File: src/rtl/rpn_display_ctrl_pkg.sv
// ---------------------------------------------------------------------------
// rpn_display_ctrl_pkg
// Shared constants for the RPN ALU result display path.
//   base_e        : display base select encoding (DEC/HEX/OCT). The display
//                   muxes decode the same values.
//   *_DEFAULT     : default timing parameters for a 50 MHz system clock.
//   base_led()    : one-hot indicator decode of a base select value.
//   cnt_width()   : counter width able to hold 0 .. n-1 (at least 1 bit).
// ---------------------------------------------------------------------------
package rpn_display_ctrl_pkg;

  typedef enum logic [1:0] {
    BASE_DEC = 2'b00,
    BASE_HEX = 2'b01,
    BASE_OCT = 2'b10
  } base_e;

  localparam int DEBOUNCE_CYCLES_DEFAULT = 500000;    // 10 ms
  localparam int AUTO_PERIOD_DEFAULT     = 50000000;  // 1 s
  localparam int BLINK_PERIOD_DEFAULT    = 25000000;  // 0.5 s half-period

  // [0] = Dec, [1] = Hex, [2] = Oct. The unused code shows Dec, matching the
  // state the FSM recovers to.
  function automatic logic [2:0] base_led(input logic [1:0] base);
    logic [2:0] led;
    case (base)
      BASE_HEX: led = 3'b010;
      BASE_OCT: led = 3'b100;
      default:  led = 3'b001;
    endcase
    return led;
  endfunction

  function automatic int cnt_width(input int n);
    return (n > 1) ? $clog2(n) : 1;
  endfunction

endpackage

File: src/rtl/rpn_debounce.sv
// ---------------------------------------------------------------------------
// rpn_debounce
// Synchronizes an asynchronous, active-low pushbutton and debounces it.
//   Clock   : system clock
//   Resetn  : asynchronous reset, active-low
//   raw_i   : raw button level (pressed = 0), asynchronous to Clock
//   level_o : debounced level (1 = released)
//   fall_o  : one-cycle pulse, asserted in the cycle after the debounced
//             level goes 1 -> 0 (aligned with level_o falling)
// The debounced level follows the synchronized input only after the two have
// differed for DEBOUNCE_CYCLES consecutive cycles; any agreeing sample
// restarts the count.
// ---------------------------------------------------------------------------
module rpn_debounce
  import rpn_display_ctrl_pkg::*;
#(
  parameter int DEBOUNCE_CYCLES = DEBOUNCE_CYCLES_DEFAULT
) (
  input  logic Clock,
  input  logic Resetn,
  input  logic raw_i,
  output logic level_o,
  output logic fall_o
);

  localparam int CW = cnt_width(DEBOUNCE_CYCLES);

  logic          meta_q, sync_q;
  logic          level_q, level_d;
  logic          fall_q, fall_d;
  logic [CW-1:0] cnt_q, cnt_d;

  // Synchronizer and debounced level come out of reset as "released" so a
  // reset never manufactures a press.
  always_ff @(posedge Clock or negedge Resetn) begin
    if (!Resetn) begin
      meta_q  <= 1'b1;
      sync_q  <= 1'b1;
      level_q <= 1'b1;
      fall_q  <= 1'b0;
      cnt_q   <= '0;
    end else begin
      meta_q  <= raw_i;
      sync_q  <= meta_q;
      level_q <= level_d;
      fall_q  <= fall_d;
      cnt_q   <= cnt_d;
    end
  end

  // cnt_q holds the number of consecutive earlier mismatches; the current
  // mismatch completes the run when cnt_q already reads DEBOUNCE_CYCLES-1.
  always_comb begin
    level_d = level_q;
    fall_d  = 1'b0;
    cnt_d   = '0;
    if (sync_q != level_q) begin
      if (cnt_q == CW'(DEBOUNCE_CYCLES - 1)) begin
        level_d = sync_q;
        fall_d  = ~sync_q;
      end else begin
        cnt_d = cnt_q + CW'(1);
      end
    end
  end

  assign level_o = level_q;
  assign fall_o  = fall_q;

endmodule

File: src/rtl/rpn_display_ctrl.sv
// ---------------------------------------------------------------------------
// rpn_display_ctrl
// Sequencing controller for the 3-digit result display of the 8-bit RPN ALU.
//   Clock            : system clock
//   Resetn           : asynchronous reset, active-low
//   Resultado        : ALU result
//   ResultadoValido  : one-cycle strobe qualifying Resultado / Overflow
//   Overflow         : ALU overflow flag
//   BotaoBase        : raw base pushbutton, active-low, asynchronous
//   ModoAuto         : raw slide switch, 1 = auto-rotate the base
//   ResultadoLatched : held result for the display converters
//   Base             : base select (00 Dec, 01 Hex, 10 Oct)
//   BaseLed          : one-hot base indicator
//   Blank            : 1 = display path forces all segments off
// ---------------------------------------------------------------------------
module rpn_display_ctrl
  import rpn_display_ctrl_pkg::*;
#(
  parameter int DEBOUNCE_CYCLES = DEBOUNCE_CYCLES_DEFAULT,
  parameter int AUTO_PERIOD     = AUTO_PERIOD_DEFAULT,
  parameter int BLINK_PERIOD    = BLINK_PERIOD_DEFAULT
) (
  input  logic       Clock,
  input  logic       Resetn,
  input  logic [7:0] Resultado,
  input  logic       ResultadoValido,
  input  logic       Overflow,
  input  logic       BotaoBase,
  input  logic       ModoAuto,
  output logic [7:0] ResultadoLatched,
  output logic [1:0] Base,
  output logic [2:0] BaseLed,
  output logic       Blank
);

  localparam int AW = cnt_width(AUTO_PERIOD);
  localparam int BW = cnt_width(BLINK_PERIOD);

  // ------------------------------------------------------------------ inputs
  logic press_pulse;
  logic btn_level_unused;  // debounced level, kept for probing only

  rpn_debounce #(
    .DEBOUNCE_CYCLES(DEBOUNCE_CYCLES)
  ) u_btn_debounce (
    .Clock  (Clock),
    .Resetn (Resetn),
    .raw_i  (BotaoBase),
    .level_o(btn_level_unused),
    .fall_o (press_pulse)
  );

  // The slide switch has no bounce that matters at a 1 s rotate period, so it
  // is only synchronized.
  logic auto_meta_q, auto_sync_q;

  always_ff @(posedge Clock or negedge Resetn) begin
    if (!Resetn) begin
      auto_meta_q <= 1'b1;
      auto_sync_q <= 1'b1;
    end else begin
      auto_meta_q <= ModoAuto;
      auto_sync_q <= auto_meta_q;
    end
  end

  // -------------------------------------------------------------- auto timer
  logic [AW-1:0] auto_cnt_q, auto_cnt_d;
  logic          auto_tick;

  assign auto_tick = auto_sync_q && (auto_cnt_q == AW'(AUTO_PERIOD - 1));

  // A manual press restarts the full period so a tick never lands right
  // after the user chose a base.
  always_comb begin
    auto_cnt_d = auto_cnt_q + AW'(1);
    if (!auto_sync_q || press_pulse || auto_tick) begin
      auto_cnt_d = '0;
    end
  end

  always_ff @(posedge Clock or negedge Resetn) begin
    if (!Resetn) auto_cnt_q <= '0;
    else         auto_cnt_q <= auto_cnt_d;
  end

  // ---------------------------------------------------------------- base FSM
  base_e base_q, base_d;
  logic  advance;

  // A press and a tick in the same cycle collapse into one advance.
  assign advance = press_pulse | auto_tick;

  always_ff @(posedge Clock or negedge Resetn) begin
    if (!Resetn) base_q <= BASE_DEC;
    else         base_q <= base_d;
  end

  always_comb begin
    base_d = base_q;
    case (base_q)
      BASE_DEC: if (advance) base_d = BASE_HEX;
      BASE_HEX: if (advance) base_d = BASE_OCT;
      BASE_OCT: if (advance) base_d = BASE_DEC;
      default:  base_d = BASE_DEC;  // illegal 11 recovers unconditionally
    endcase
  end

  always_comb begin
    Base    = base_q;
    BaseLed = base_led(base_q);
  end

  // ------------------------------------------------- result latch and blink
  logic [7:0]    result_q, result_d;
  logic          ovf_q, ovf_d;
  logic          blank_q, blank_d;
  logic [BW-1:0] blink_cnt_q, blink_cnt_d;

  // Every strobe restarts the blink phase so a fresh overflow always shows
  // a full lit half-period before the first blank.
  always_comb begin
    result_d    = result_q;
    ovf_d       = ovf_q;
    blank_d     = 1'b0;
    blink_cnt_d = '0;
    if (ResultadoValido) begin
      result_d = Resultado;
      ovf_d    = Overflow;
    end else if (ovf_q) begin
      if (blink_cnt_q == BW'(BLINK_PERIOD - 1)) begin
        blank_d = ~blank_q;
      end else begin
        blank_d     = blank_q;
        blink_cnt_d = blink_cnt_q + BW'(1);
      end
    end
  end

  always_ff @(posedge Clock or negedge Resetn) begin
    if (!Resetn) begin
      result_q    <= '0;
      ovf_q       <= 1'b0;
      blank_q     <= 1'b0;
      blink_cnt_q <= '0;
    end else begin
      result_q    <= result_d;
      ovf_q       <= ovf_d;
      blank_q     <= blank_d;
      blink_cnt_q <= blink_cnt_d;
    end
  end

  assign ResultadoLatched = result_q;
  assign Blank            = blank_q;

endmodule

File: config.mk
export PLATFORM = sky130hd
export DESIGN_NAME = rpn_display_ctrl
export DESIGN_NICKNAME = d
export VERILOG_FILES = /design/src/rtl/rpn_display_ctrl_pkg.sv /design/src/rtl/rpn_debounce.sv /design/src/rtl/rpn_display_ctrl.sv
export SDC_FILE = /design/constraint.sdc
export NUM_CORES = 1
export LEC_CHECK = 0
export ABC_AREA = 1
export CAP_MARGIN = 20
export CELL_PAD_IN_SITES_DETAIL_PLACEMENT = 1
export CELL_PAD_IN_SITES_GLOBAL_PLACEMENT = 1
export CORE_UTILIZATION = 44
export CTS_CLUSTER_SIZE = 20
export DETAILED_ROUTE_END_ITERATION = 7
export GPL_TIMING_DRIVEN = 0
export PLACE_DENSITY_LB_ADDON = 0.08
export SLEW_MARGIN = 20
export SYNTH_ARGS = -nofsm -noshare
export SYNTH_HDL_FRONTEND = slang
export SYNTH_SLANG_ARGS = --single-unit
File: constraint.sdc
create_clock -name Clock -period 1.7 [get_ports Clock]
set_input_delay 0.17 -clock Clock [delete_from_list [all_inputs] [get_ports Clock]]
set_output_delay 0.17 -clock Clock [all_outputs]
set_load 0.005 [all_outputs]
==> results of run 1 <==
## cell usage in the layout (no fill, tap or decap), types with 4 or more instances in the layout
| cell | netlist | routed |
|---|---|---|
| sky130_fd_sc_hd__ha_1 | 7 | 4 |
| sky130_fd_sc_hd__xnor2_1 | 17 | 16 |
| sky130_fd_sc_hd__clkdlybuf4s50_1 | 0 | 22 |
| sky130_fd_sc_hd__xor2_1 | 22 | 22 |
| sky130_fd_sc_hd__nand2_1 | 199 | 196 |
| sky130_fd_sc_hd__nand3_1 | 30 | 29 |
| sky130_fd_sc_hd__inv_1 | 66 | 64 |
| sky130_fd_sc_hd__nor2_1 | 157 | 150 |
| sky130_fd_sc_hd__nor2_2 | 4 | 6 |
| sky130_fd_sc_hd__nor3_1 | 6 | 6 |
| sky130_fd_sc_hd__dfrtp_1 | 83 | 82 |
| sky130_fd_sc_hd__clkbuf_8 | 0 | 10 |
| sky130_fd_sc_hd__nand4_1 | 6 | 6 |
| sky130_fd_sc_hd__a21oi_1 | 4 | 4 |
| sky130_fd_sc_hd__dfstp_2 | 5 | 5 |
| sky130_fd_sc_hd__nor2_4 | 13 | 18 |
| sky130_fd_sc_hd__buf_4 | 3 | 24 |
## cells in the mapped netlist
library cell and count:
sky130_fd_sc_hd__nand2_1 199, sky130_fd_sc_hd__nor2_1 157, sky130_fd_sc_hd__dfrtp_1 83, sky130_fd_sc_hd__inv_1 66, sky130_fd_sc_hd__nand3_1 30, sky130_fd_sc_hd__xor2_1 22
sky130_fd_sc_hd__xnor2_1 17, sky130_fd_sc_hd__nor2_4 13, sky130_fd_sc_hd__ha_1 7, sky130_fd_sc_hd__nand4_1 6, sky130_fd_sc_hd__nor3_1 6, sky130_fd_sc_hd__dfstp_2 5
sky130_fd_sc_hd__a21oi_1 4, sky130_fd_sc_hd__nor2_2 4, sky130_fd_sc_hd__buf_4 3, sky130_fd_sc_hd__nand3b_1 3, sky130_fd_sc_hd__o21ai_0 3, sky130_fd_sc_hd__nand2_2 2
sky130_fd_sc_hd__nand3_2 2, sky130_fd_sc_hd__and2_1 1, sky130_fd_sc_hd__buf_12 1, sky130_fd_sc_hd__clkbuf_1 1, sky130_fd_sc_hd__inv_6 1, sky130_fd_sc_hd__nand3_4 1
sky130_fd_sc_hd__nor3b_1 1, sky130_fd_sc_hd__nor4_1 1, sky130_fd_sc_hd__o21a_1 1, sky130_fd_sc_hd__or3_1 1
## per-layer routing
layer,share of wire,wire [µm]
met4,0.019,240
met2,0.50,6300
met1,0.46,5810
met5,0,0
met3,0.020,246
## logic make-up after synthesis
group           share of synthesized area
buf+inv                            0.0630
flops                               0.459
compound gates                    0.00885
fa+ha+maj                          0.0182
simple gates                        0.379
xor+xnor                           0.0711
## power breakdown
part / total, mW / switching [mW] / leakage (nW) / internal [mW]
Clock: 1.54 / 0.815 / 0.103 / 0.725
Sequential: 2.16 / 0.0259 / 1.19 / 2.13
Combinational: 0.288 / 0.149 / 1.18 / 0.139
Total: 3.99 / 0.990 / 2.47 / 3.00
## repair_timing
item,in CTS,in global routing
endpoints found under the hold margin,83,0
cloned,0,4
endpoints found under the setup margin,42,54
resized for setup,12,28
pin swaps,2,10
setup buffers,10,13
hold buffers,1,0
## flip-flops by register name, summed over array words and instances (netlist names), 2 cells and up
| register | flops |
|---|---|
| blink_cnt_q | 25 |
| Base | 2 |
| u_btn_debounce.cnt_q | 19 |
| ResultadoLatched | 8 |
| auto_cnt_q | 26 |
## worst register-to-register path: stages (launching register included)
cell and delay, ns:
sky130_fd_sc_hd__dfrtp_1 0.39, sky130_fd_sc_hd__ha_2 0.21, sky130_fd_sc_hd__nand2_1 0.09, sky130_fd_sc_hd__nor2_4 0.18, sky130_fd_sc_hd__nand2_1 0.17, sky130_fd_sc_hd__nor2_1 0.27
sky130_fd_sc_hd__nand3_1 0.13, sky130_fd_sc_hd__nand2_1 0.09, sky130_fd_sc_hd__nor2_1 0.04
## worst min-delay path by stage
| stage | start | to | cells past startpoint |
|---|---|---|---|
| CTS | BotaoBase | u_btn_debounce.meta_q | 1 |
| global placement | u_btn_debounce.meta_q | u_btn_debounce.sync_q | 0 |
| detailed placement | Resetn | auto_cnt_q[22] | 1 |
| finish | BotaoBase | u_btn_debounce.meta_q | 1 |
| global route | BotaoBase | u_btn_debounce.meta_q | 1 |
| floorplan | Resetn | Base[0] | 0 |
## metrics by stage
stage | setup WS [ns] | std cells
floorplan | 0.217 | 641
detailed placement | -0.124 | 805
global placement | -2.87 | 804
global route | -0.0829 | 849
CTS | -0.00462 | 832
finish | 0.0367 | 849
## area by class of cell
cell class | instances | area share
Buffer | 5 | 0.0105
Clock buffer | 10 | 0.0235
Clock inverter | 6 | 0.0111
Inverter | 67 | 0.0438
Multi-Input combinational cell | 482 | 0.410
Sequential cell | 88 | 0.377
Tap cell | 136 | 0.0291
Timing Repair Buffer | 55 | 0.0944
==> results.toml, run 1 <==
[die]
dieHeight_um = 107
ios = 28
placement_rows = 37
coreArea_mm2 = 0.0105
start_util = 0.459
die_width_um = 107
die_area_mm2 = 0.0113

[placement]
gpl.final_weighted_congestion = 0.833
place_hpwl_um = 8640
io_buffers = 27
dpl-instance-area_mm2 = 0.00528

[critical_path]
ff2ff_setup_slack_ns = 0.04
critical_path.cell_chain = "ha_2 -> nand2_1 -> nor2_4 -> nand2_1 -> nor2_1 -> nand3_1 -> nand2_1 -> nor2_1"
r2r_end = "auto_cnt_q[18]"
critical-path-top-cell-by-count = "sky130_fd_sc_hd__nand2_1"
critical_path.top_delay_family = "simple AND/OR/NAND/NOR gates"
worst-path-max-fanout = 4
rr_worst_depth = 8
worst_r2r_startpoint = "auto_cnt_q[1]"
crit_path_end = "auto_cnt_q[18]"
largest_stage_delay_on_the_critical_path_ns = 0.39
critPathSlowestCell = "sky130_fd_sc_hd__dfrtp_1"
startpoint_type = "flop"
cp-end-kind = "flop"
worst-endpoint-required_ns = 1.98
crit_path_start = "auto_cnt_q[1]"
critPathBufInv = 0
path_depth = 8
path_class = "flop to flop"
timing.critical_path.arrival_ns = 1.94

[finish]
finalCoreUtilization = 0.560
fraction_of_layout_instances_using_a_drive_strength_above_1 = 0.135
layout.nets = 729
multi_input_combinational_cell_area_mm2 = 0.00240
antenna-diode-count = 0
fillerInstances = 1333
syn_to_final_growth_pct = 21.8
fin_area_mm2 = 0.00586
seq_area_mm2 = 0.00221

[drt]
route.detailed.drc = 0
first_pass_iters = 4
wl_um = 12600
dr_total_vias = 4197
antenna_violating_nets_left = 0
post_drt_wl_per_cell_um = 14.8
vias_per_cell = 4.94
drt_iter0_markers = 149

[global_routing]
first_pass_grt_wire_length_um = 20200
met1_usage = 0.290
number_of_global_route_vias_before_repair = 4300
antenna_violations_before_repair = 0
groute.usage.overall = 0.230
gr-max-usage-layer = "met2"
grt_remaining_overflow = 0
grt_start_max_net_pins = 66
grtUsageMet2 = 0.400
global_routing_met3_resource_utilization = 0.0325

[sta]
hold_violations = 0
timing_worst_slew_pin_value_ns = 0.502
finalHoldWorstSlack_ns = 0.195
max-slew-margin-rel = 0.664
finClkSkew_ns = 0.0102
clock.fmax_mhz = 601
totalNegativeSetupSlack_ns = 0
grt_setup_unrepaired = "true"
clock_period_minus_final_worst_setup_slack_ns = 1.66
final_max_slew_viol_count = 0
min_period_over_period = 0.978
setup_violations = 0

[status]
outcome = "complete, no violations"

[synthesis]
yosys-top-cells-area = "sky130_fd_sc_hd__dfrtp_1 (43%), sky130_fd_sc_hd__nand2_1 (16%), sky130_fd_sc_hd__nor2_1 (12%)"
synth_sequential_area_ratio = 0.459
post_synthesis_instance_total = 641
dominant_cell_type_by_area_after_synthesis = "sky130_fd_sc_hd__dfrtp_1"
synth.yosys.warnings = 0
synth.lib_cells_used.distinct = 28
netlist_area_mm2 = 0.00481
synthesis.nets = 662
yosys.area.top_type_share = 0.432
ys_seq_elements = 88
post_synth.cell_area_avg_um2 = 7.50

[pwr]
totalPowerFinal_mw = 3.99
power.static_leakage_nw = 2.47
ir_drop_mv = 0.344
powerDensity_mw_per_mm2 = 681

[clocking]
cts_made_buffers = 9
clk_root_buffer_cell = "sky130_fd_sc_hd__clkbuf_8"
clock_tree.htree_level_count = 3
clock_sinks = 88
tritoncts = "yes"
clock_insertion_delay_worst_skew_ns = 0.38
clock_input_transition_at_the_sequential_cells_of_the_worst_setup_and_hold_paths_ns = 0.09
clock_path_buffers = 2

[hold_path]
hold_path_class = "primary input to flop"

[flow_run]
max_cap_viol_count = 0
(Power assumes the default switching activity.)
==> inputs of run 2 (changes only) <==
--- a/config.mk
+++ b/config.mk
@@ -10,10 +10,12 @@
 export CELL_PAD_IN_SITES_DETAIL_PLACEMENT = 1
 export CELL_PAD_IN_SITES_GLOBAL_PLACEMENT = 1
 export CORE_UTILIZATION = 44
+export CTS_CLUSTER_DIAMETER = 60
 export CTS_CLUSTER_SIZE = 20
 export DETAILED_ROUTE_END_ITERATION = 7
 export GPL_TIMING_DRIVEN = 0
 export PLACE_DENSITY_LB_ADDON = 0.08
+export REMOVE_ABC_BUFFERS = 1
 export SLEW_MARGIN = 20
 export SYNTH_ARGS = -nofsm -noshare
 export SYNTH_HDL_FRONTEND = slang
==> results.toml, run 2 (same netlist as run 1, synthesis figures left out) <==
[die]
die_area_mm2 = 0.0113
placement_rows = 37
start_util = 0.459
dieHeight_um = 107
die_width_um = 107
coreArea_mm2 = 0.0105
ios = 28

[critical_path]
critical_path.cell_chain = "buf_4 -> buf_4 -> clkdlybuf4s50_1"
critPathSlowestCell = "sky130_fd_sc_hd__clkdlybuf4s50_1"
path_class = "flop to output pin"
startpoint_type = "flop"
timing.critical_path.arrival_ns = 1.47
critical-path-top-cell-by-count = "sky130_fd_sc_hd__buf_4"
worst-endpoint-required_ns = 1.53
worst-path-max-fanout = 4
largest_stage_delay_on_the_critical_path_ns = 0.43
crit_path_start = "Base[1]"
cp-end-kind = "output pin"
worst_r2r_startpoint = "auto_cnt_q[0]"

[global_routing]
number_of_global_route_vias_before_repair = 4447
groute.usage.overall = 0.228
antenna_violations_before_repair = 0
grt_start_max_net_pins = 57
grt_remaining_overflow = 0
first_pass_grt_wire_length_um = 20400

[finish]
antenna-diode-count = 0
final_cell_mix = "sky130_fd_sc_hd__nand2_1 (195), sky130_fd_sc_hd__nor2_1 (150), sky130_fd_sc_hd__dfrtp_1 (83)"
biggestRegsByFlops = "auto_cnt_q x26, blink_cnt_q x25, u_btn_debounce.cnt_q x19"
fraction_of_layout_instances_using_a_drive_strength_above_1 = 0.113
layout.nets = 714
largest_register_ffs = 26
mostFrequentLayoutCell = "sky130_fd_sc_hd__nand2_1"
largest_register = "auto_cnt_q"
syn_to_final_growth_pct = 17.5

[clocking]
tritoncts = "yes"
clock_tree.htree_level_count = 3
clock_input_transition_at_the_sequential_cells_of_the_worst_setup_and_hold_paths_ns = 0.09
cts_made_buffers = 9
clock_path_buffers = 2
clock_sinks = 88
clk_root_buffer_cell = "sky130_fd_sc_hd__clkbuf_8"
clock_insertion_delay_worst_skew_ns = 0.37

[drt]
wl_um = 11800
vias_per_cell = 4.97
post_drt_wl_per_cell_um = 14.2
first_pass_iters = 4
route.detailed.drc = 0
drt_iter0_markers = 84
antenna_violating_nets_left = 0
dr_total_vias = 4142

[placement]
place_hpwl_um = 8540
gpl.final_weighted_congestion = 0.847
io_buffers = 27

[sta]
clock_period_minus_final_worst_setup_slack_ns = 1.64
clock.fmax_mhz = 611
min_period_over_period = 0.963
finClkSkew_ns = 0.0103
timing_worst_slew_pin_value_ns = 0.521
setup_violations = 0
totalNegativeSetupSlack_ns = 0
final_max_slew_viol_count = 0
max-slew-margin-rel = 0.651
hold_violations = 0

[status]
outcome = "complete, no violations"

[flow_run]
max_cap_viol_count = 0

[hold_path]
min-delay-start = "ModoAuto"
hold_path_class = "primary input to flop"

[pwr]
powerDensity_mw_per_mm2 = 672
totalPowerFinal_mw = 3.80
power.static_leakage_nw = 2.36
ir_drop_mv = 0.318
## run 2: cell types whose count changed in the layout (fill, tap and decap cells not counted), sizes merged
cell | before | now
clkdlybuf4s15 | 1 | 0
nand3 | 34 | 36
dlygate4sd2 | 1 | 2
clkbuf | 15 | 12
bufinv | 1 | 0
clkinvlp | 1 | 2
buf | 29 | 16
clkdlybuf4s50 | 22 | 23
inv | 68 | 66
## run 2: timing repair
action | 4_1_cts | 5_1_grt
endpoints found under the setup margin | 46 | 63
buffers inserted | 3 | 11
cloned | 1 | 2
hold endpoints to repair | 32 | 0
pin swaps | 2 | 7
hold buffers | 1 | 0
gates resized for setup | 11 | 19
## run 2: critical path, delay by kind of cell, from the launching register on
family | cells | cell delay [ns]
buf+inv | 3 | 0.71
flops | 1 | 0.39
## run 2: area by class of cell
| type | count | area [µm²] |
|---|---|---|
| Inverter | 67 | 264 |
| Multi-Input combinational cell | 484 | 2400 |
| Sequential cell | 88 | 2210 |
| Clock inverter | 4 | 28.8 |
| Clock buffer | 12 | 155 |
| Timing Repair Buffer | 43 | 418 |
| Fill cell | 1358 | 4810 |
| Tap cell | 136 | 170 |
## run 2: final timing paths
| path | slack (ns) | cells after the start | to |
|---|---|---|---|
| setup / recovery | 0.06 | 3 | Base[1] |
| hold / removal | 0.21 | 1 | auto_meta_q |
| setup reg to reg | 0.10 | 8 | auto_cnt_q[11] |
| hold reg to reg | 0.36 | 0 | auto_sync_q |
| max in group asynchronous | 0.81 | 3 | auto_sync_q |
| min in group asynchronous | 0.26 | 2 | u_btn_debounce.cnt_q[10] |
## run 2: report_power, final
part           total, mW  switching [mW]  internal [mW]  leakage (nW)
registers           2.16          0.0267           2.13          1.19
logic              0.258           0.147          0.111          1.08
clock network       1.38           0.766          0.612        0.0886
total               3.80           0.939           2.86          2.36
## run 2: layer usage
metal | up-vias | global-route usage | share of wire
met2 | 36 | 0.410 | 0.50
met5 | - | 0 | 0
met4 | 0 | 0.0656 | 0.014
li1 | 2060 | - | -
met1 | 2029 | 0.279 | 0.47
met3 | 17 | 0.0380 | 0.019
## run 2: metrics by stage
stage / instance area (µm²) / hold slack [ns] / worst slack, ns / utilization / instances
global placement: 5200 / 0.346 / -2.87 / 0.497 / 799
finish: 5650 / 0.208 / 0.0630 / 0.540 / 834
floorplan: 4760 / -0.126 / 0.237 / - / 636
detailed placement: 5230 / 0.0762 / -0.195 / 0.500 / 800
global route: 5650 / 0.209 / -0.0247 / 0.540 / 834
CTS: 5480 / 0.187 / -0.00238 / 0.524 / 821
==> inputs of run 3 (changes only) <==
--- a/config.mk
+++ b/config.mk
@@ -6,7 +6,7 @@
 export NUM_CORES = 1
 export LEC_CHECK = 0
 export ABC_AREA = 1
-export CAP_MARGIN = 20
+export CAP_MARGIN = 0
 export CELL_PAD_IN_SITES_DETAIL_PLACEMENT = 1
 export CELL_PAD_IN_SITES_GLOBAL_PLACEMENT = 1
 export CORE_UTILIZATION = 44
@@ -19,4 +19,5 @@
 export SLEW_MARGIN = 20
 export SYNTH_ARGS = -nofsm -noshare
 export SYNTH_HDL_FRONTEND = slang
+export SYNTH_HIERARCHICAL = 1
 export SYNTH_SLANG_ARGS = --single-unit
==> results.toml, run 3 <==
[global_routing]
groute.usage.overall = 0.231
antenna_violations_before_repair = 0
first_pass_grt_wire_length_um = 20600
number_of_global_route_vias_before_repair = 4469
grt_remaining_overflow = 0
grt_start_max_net_pins = 65

[sta]
timing_worst_slew_pin_value_ns = 0.464
layout_setup_ws_ns = 0.0777
setup_violations = 0
min_period_over_period = 0.954
max-slew-margin-rel = 0.690
finClkSkew_ns = 0.0148
grt_setup_unrepaired = "true"
clock_period_minus_final_worst_setup_slack_ns = 1.62
clock.fmax_mhz = 616
final_max_slew_viol_count = 0
finalHoldWorstSlack_ns = 0.208
totalNegativeSetupSlack_ns = 0
hold_violations = 0

[finish]
largest_register = "auto_cnt_q"
mostFrequentLayoutCell = "sky130_fd_sc_hd__nand2_1"
layout.nets = 705
finalCoreUtilization = 0.535
instances_no_fill = 825
fillerInstances = 1302
largest_register_ffs = 26
syn_to_final_growth_pct = 15.8
biggestRegsByFlops = "auto_cnt_q x26, blink_cnt_q x25, u_btn_debounce/cnt_q x19"
fraction_of_layout_instances_using_a_drive_strength_above_1 = 0.122
final_cell_mix = "sky130_fd_sc_hd__nand2_1 (187), sky130_fd_sc_hd__nor2_1 (141), sky130_fd_sc_hd__dfrtp_1 (83)"
antenna-diode-count = 0

[flow_run]
max_cap_viol_count = 0

[hold_path]
hold_path_class = "primary input to asynchronous set/reset pin"

[synthesis]
postSynth.topFlopCell = "sky130_fd_sc_hd__dfrtp_1"
yosys-top-cells-area = "sky130_fd_sc_hd__dfrtp_1 (43%), sky130_fd_sc_hd__nand2_1 (15%), sky130_fd_sc_hd__nor2_1 (11%)"
yosys.area.top_type_share = 0.428
async_flop_share = 1.00
netlist_top_cells_count = "sky130_fd_sc_hd__nand2_1 (190), sky130_fd_sc_hd__nor2_1 (148), sky130_fd_sc_hd__dfrtp_1 (83)"
synth.lib_cells_used.distinct = 34
synth_sequential_area_ratio = 0.455
post_synth.cell_area_avg_um2 = 7.58
synthMostInstantiatedCell = "sky130_fd_sc_hd__nand2_1"
ys_seq_elements = 88
netlist_area_mm2 = 0.00486
post_synthesis_instance_total = 641
synth_enable_flop_cells = 0
synth.yosys.warnings = 6
dominant_cell_type_by_area_after_synthesis = "sky130_fd_sc_hd__dfrtp_1"

[drt]
drt_iter0_markers = 147
first_pass_iters = 4
dr_total_vias = 4133
antenna_violating_nets_left = 0
wl_um = 12200
post_drt_wl_per_cell_um = 14.7
route.detailed.drc = 0
vias_per_cell = 5.01

[pwr]
power.static_leakage_nw = 2.35
ir_drop_mv = 0.556
powerDensity_mw_per_mm2 = 696

[clocking]
clk_root_buffer_cell = "sky130_fd_sc_hd__clkbuf_8"
cts_made_buffers = 9
tritoncts = "yes"
clock_tree.htree_level_count = 3
clock_sinks = 88
clock_insertion_delay_worst_skew_ns = 0.38
clock_input_transition_at_the_sequential_cells_of_the_worst_setup_and_hold_paths_ns = 0.10
clock_path_buffers = 2

[critical_path]
path_class = "flop to output pin"
startpoint_type = "flop"
worst-path-max-fanout = 2
largest_stage_delay_on_the_critical_path_ns = 0.39
critPathSlowestCell = "sky130_fd_sc_hd__dfrtp_1"
timing.critical_path.arrival_ns = 1.45
worst-endpoint-required_ns = 1.53
cp-end-kind = "output pin"
critical_path.cell_chain = "buf_4 -> inv_2 -> ha_1 -> inv_1 -> dlygate4sd2_1"
ff2ff_setup_slack_ns = 0.10

[die]
dieHeight_um = 107
die_area_mm2 = 0.0115
ios = 28
die_width_um = 107
coreArea_mm2 = 0.0105
start_util = 0.462
placement_rows = 37

[placement]
gpl.final_weighted_congestion = 0.837
place_worst_setup_slack_ns = -0.0649
io_buffers = 27
place.detailed.instances = 800
place_hpwl_um = 8710

[status]
outcome = "complete, no violations"
run 3: per-stage QoR:
stage / area [µm²] / total power, mW
floorplan: 4800 / 2.28
global placement: 5240 / 2.41
detailed placement: 5270 / 2.43
CTS: 5540 / 3.98
global route: 5620 / 4.09
finish: 5620 / 3.91
run 3: final timing paths:
kind | from | to | cells after the start
max | Base[1] | BaseLed[0] | 5
min | Resetn | u_btn_debounce/cnt_q[10] | 2
max reg2reg | blink_cnt_q[0] | blink_cnt_q[2] | 8
min reg2reg | auto_meta_q | auto_sync_q | 0
max in group asynchronous | Resetn | auto_sync_q | 3
min in group Clock | BotaoBase | u_btn_debounce/meta_q | 1
run 3: where the power goes:
group | total, mW | internal [mW] | switching [mW]
combinational | 0.244 | 0.102 | 0.142
clock | 1.51 | 0.725 | 0.785
sequential | 2.16 | 2.13 | 0.0266
total | 3.91 | 2.96 | 0.954
run 3: final cells by class:
cell class,instances,area [µm²],area share
Multi-Input combinational cell,480,2420,0.430
Sequential cell,88,2210,0.393
Timing Repair Buffer,34,343,0.0610
Inverter,71,279,0.0496
Tap cell,136,170,0.0303
Clock buffer,10,138,0.0245
Clock inverter,6,65.1,0.0116
run 3: what timing repair did:
| action | 4_1_cts | 5_1_grt |
|---|---|---|
| hold buffers | 1 | 0 |
| endpoints found under the setup margin | 30 | 36 |
| cloned | 1 | 2 |
| setup buffers | 3 | 2 |
| endpoints found under the hold margin | 83 | 0 |
| gates resized for setup | 8 | 15 |
| pin swaps | 2 | 6 |
run 3: critical path: cells and delay by family, from the launching register on:
family / cells / cell delay, ns
flops: 1 / 0.39
fa+ha+maj: 1 / 0.23
buf+inv: 4 / 0.47
run 3: layer usage:
metal | global-route usage | wire, µm
met4 | 0.0656 | 166
met1 | 0.287 | 5590
met5 | 0 | 0
met3 | 0.0517 | 301
met2 | 0.401 | 6100
run 3: cell families (layout without fill, tap and decap cells):
kind of cell / Yosys count / after routing / synth area share
buffers and inverters: 76 / 121 / 0.0685
AO/OA/AOI/OAI: 10 / 10 / 0.0108
flip-flops: 88 / 88 / 0.455
AND/OR/NAND/NOR: 421 / 424 / 0.376
XOR/XNOR: 39 / 39 / 0.0719
adder cells (fa/ha/maj): 7 / 7 / 0.0180
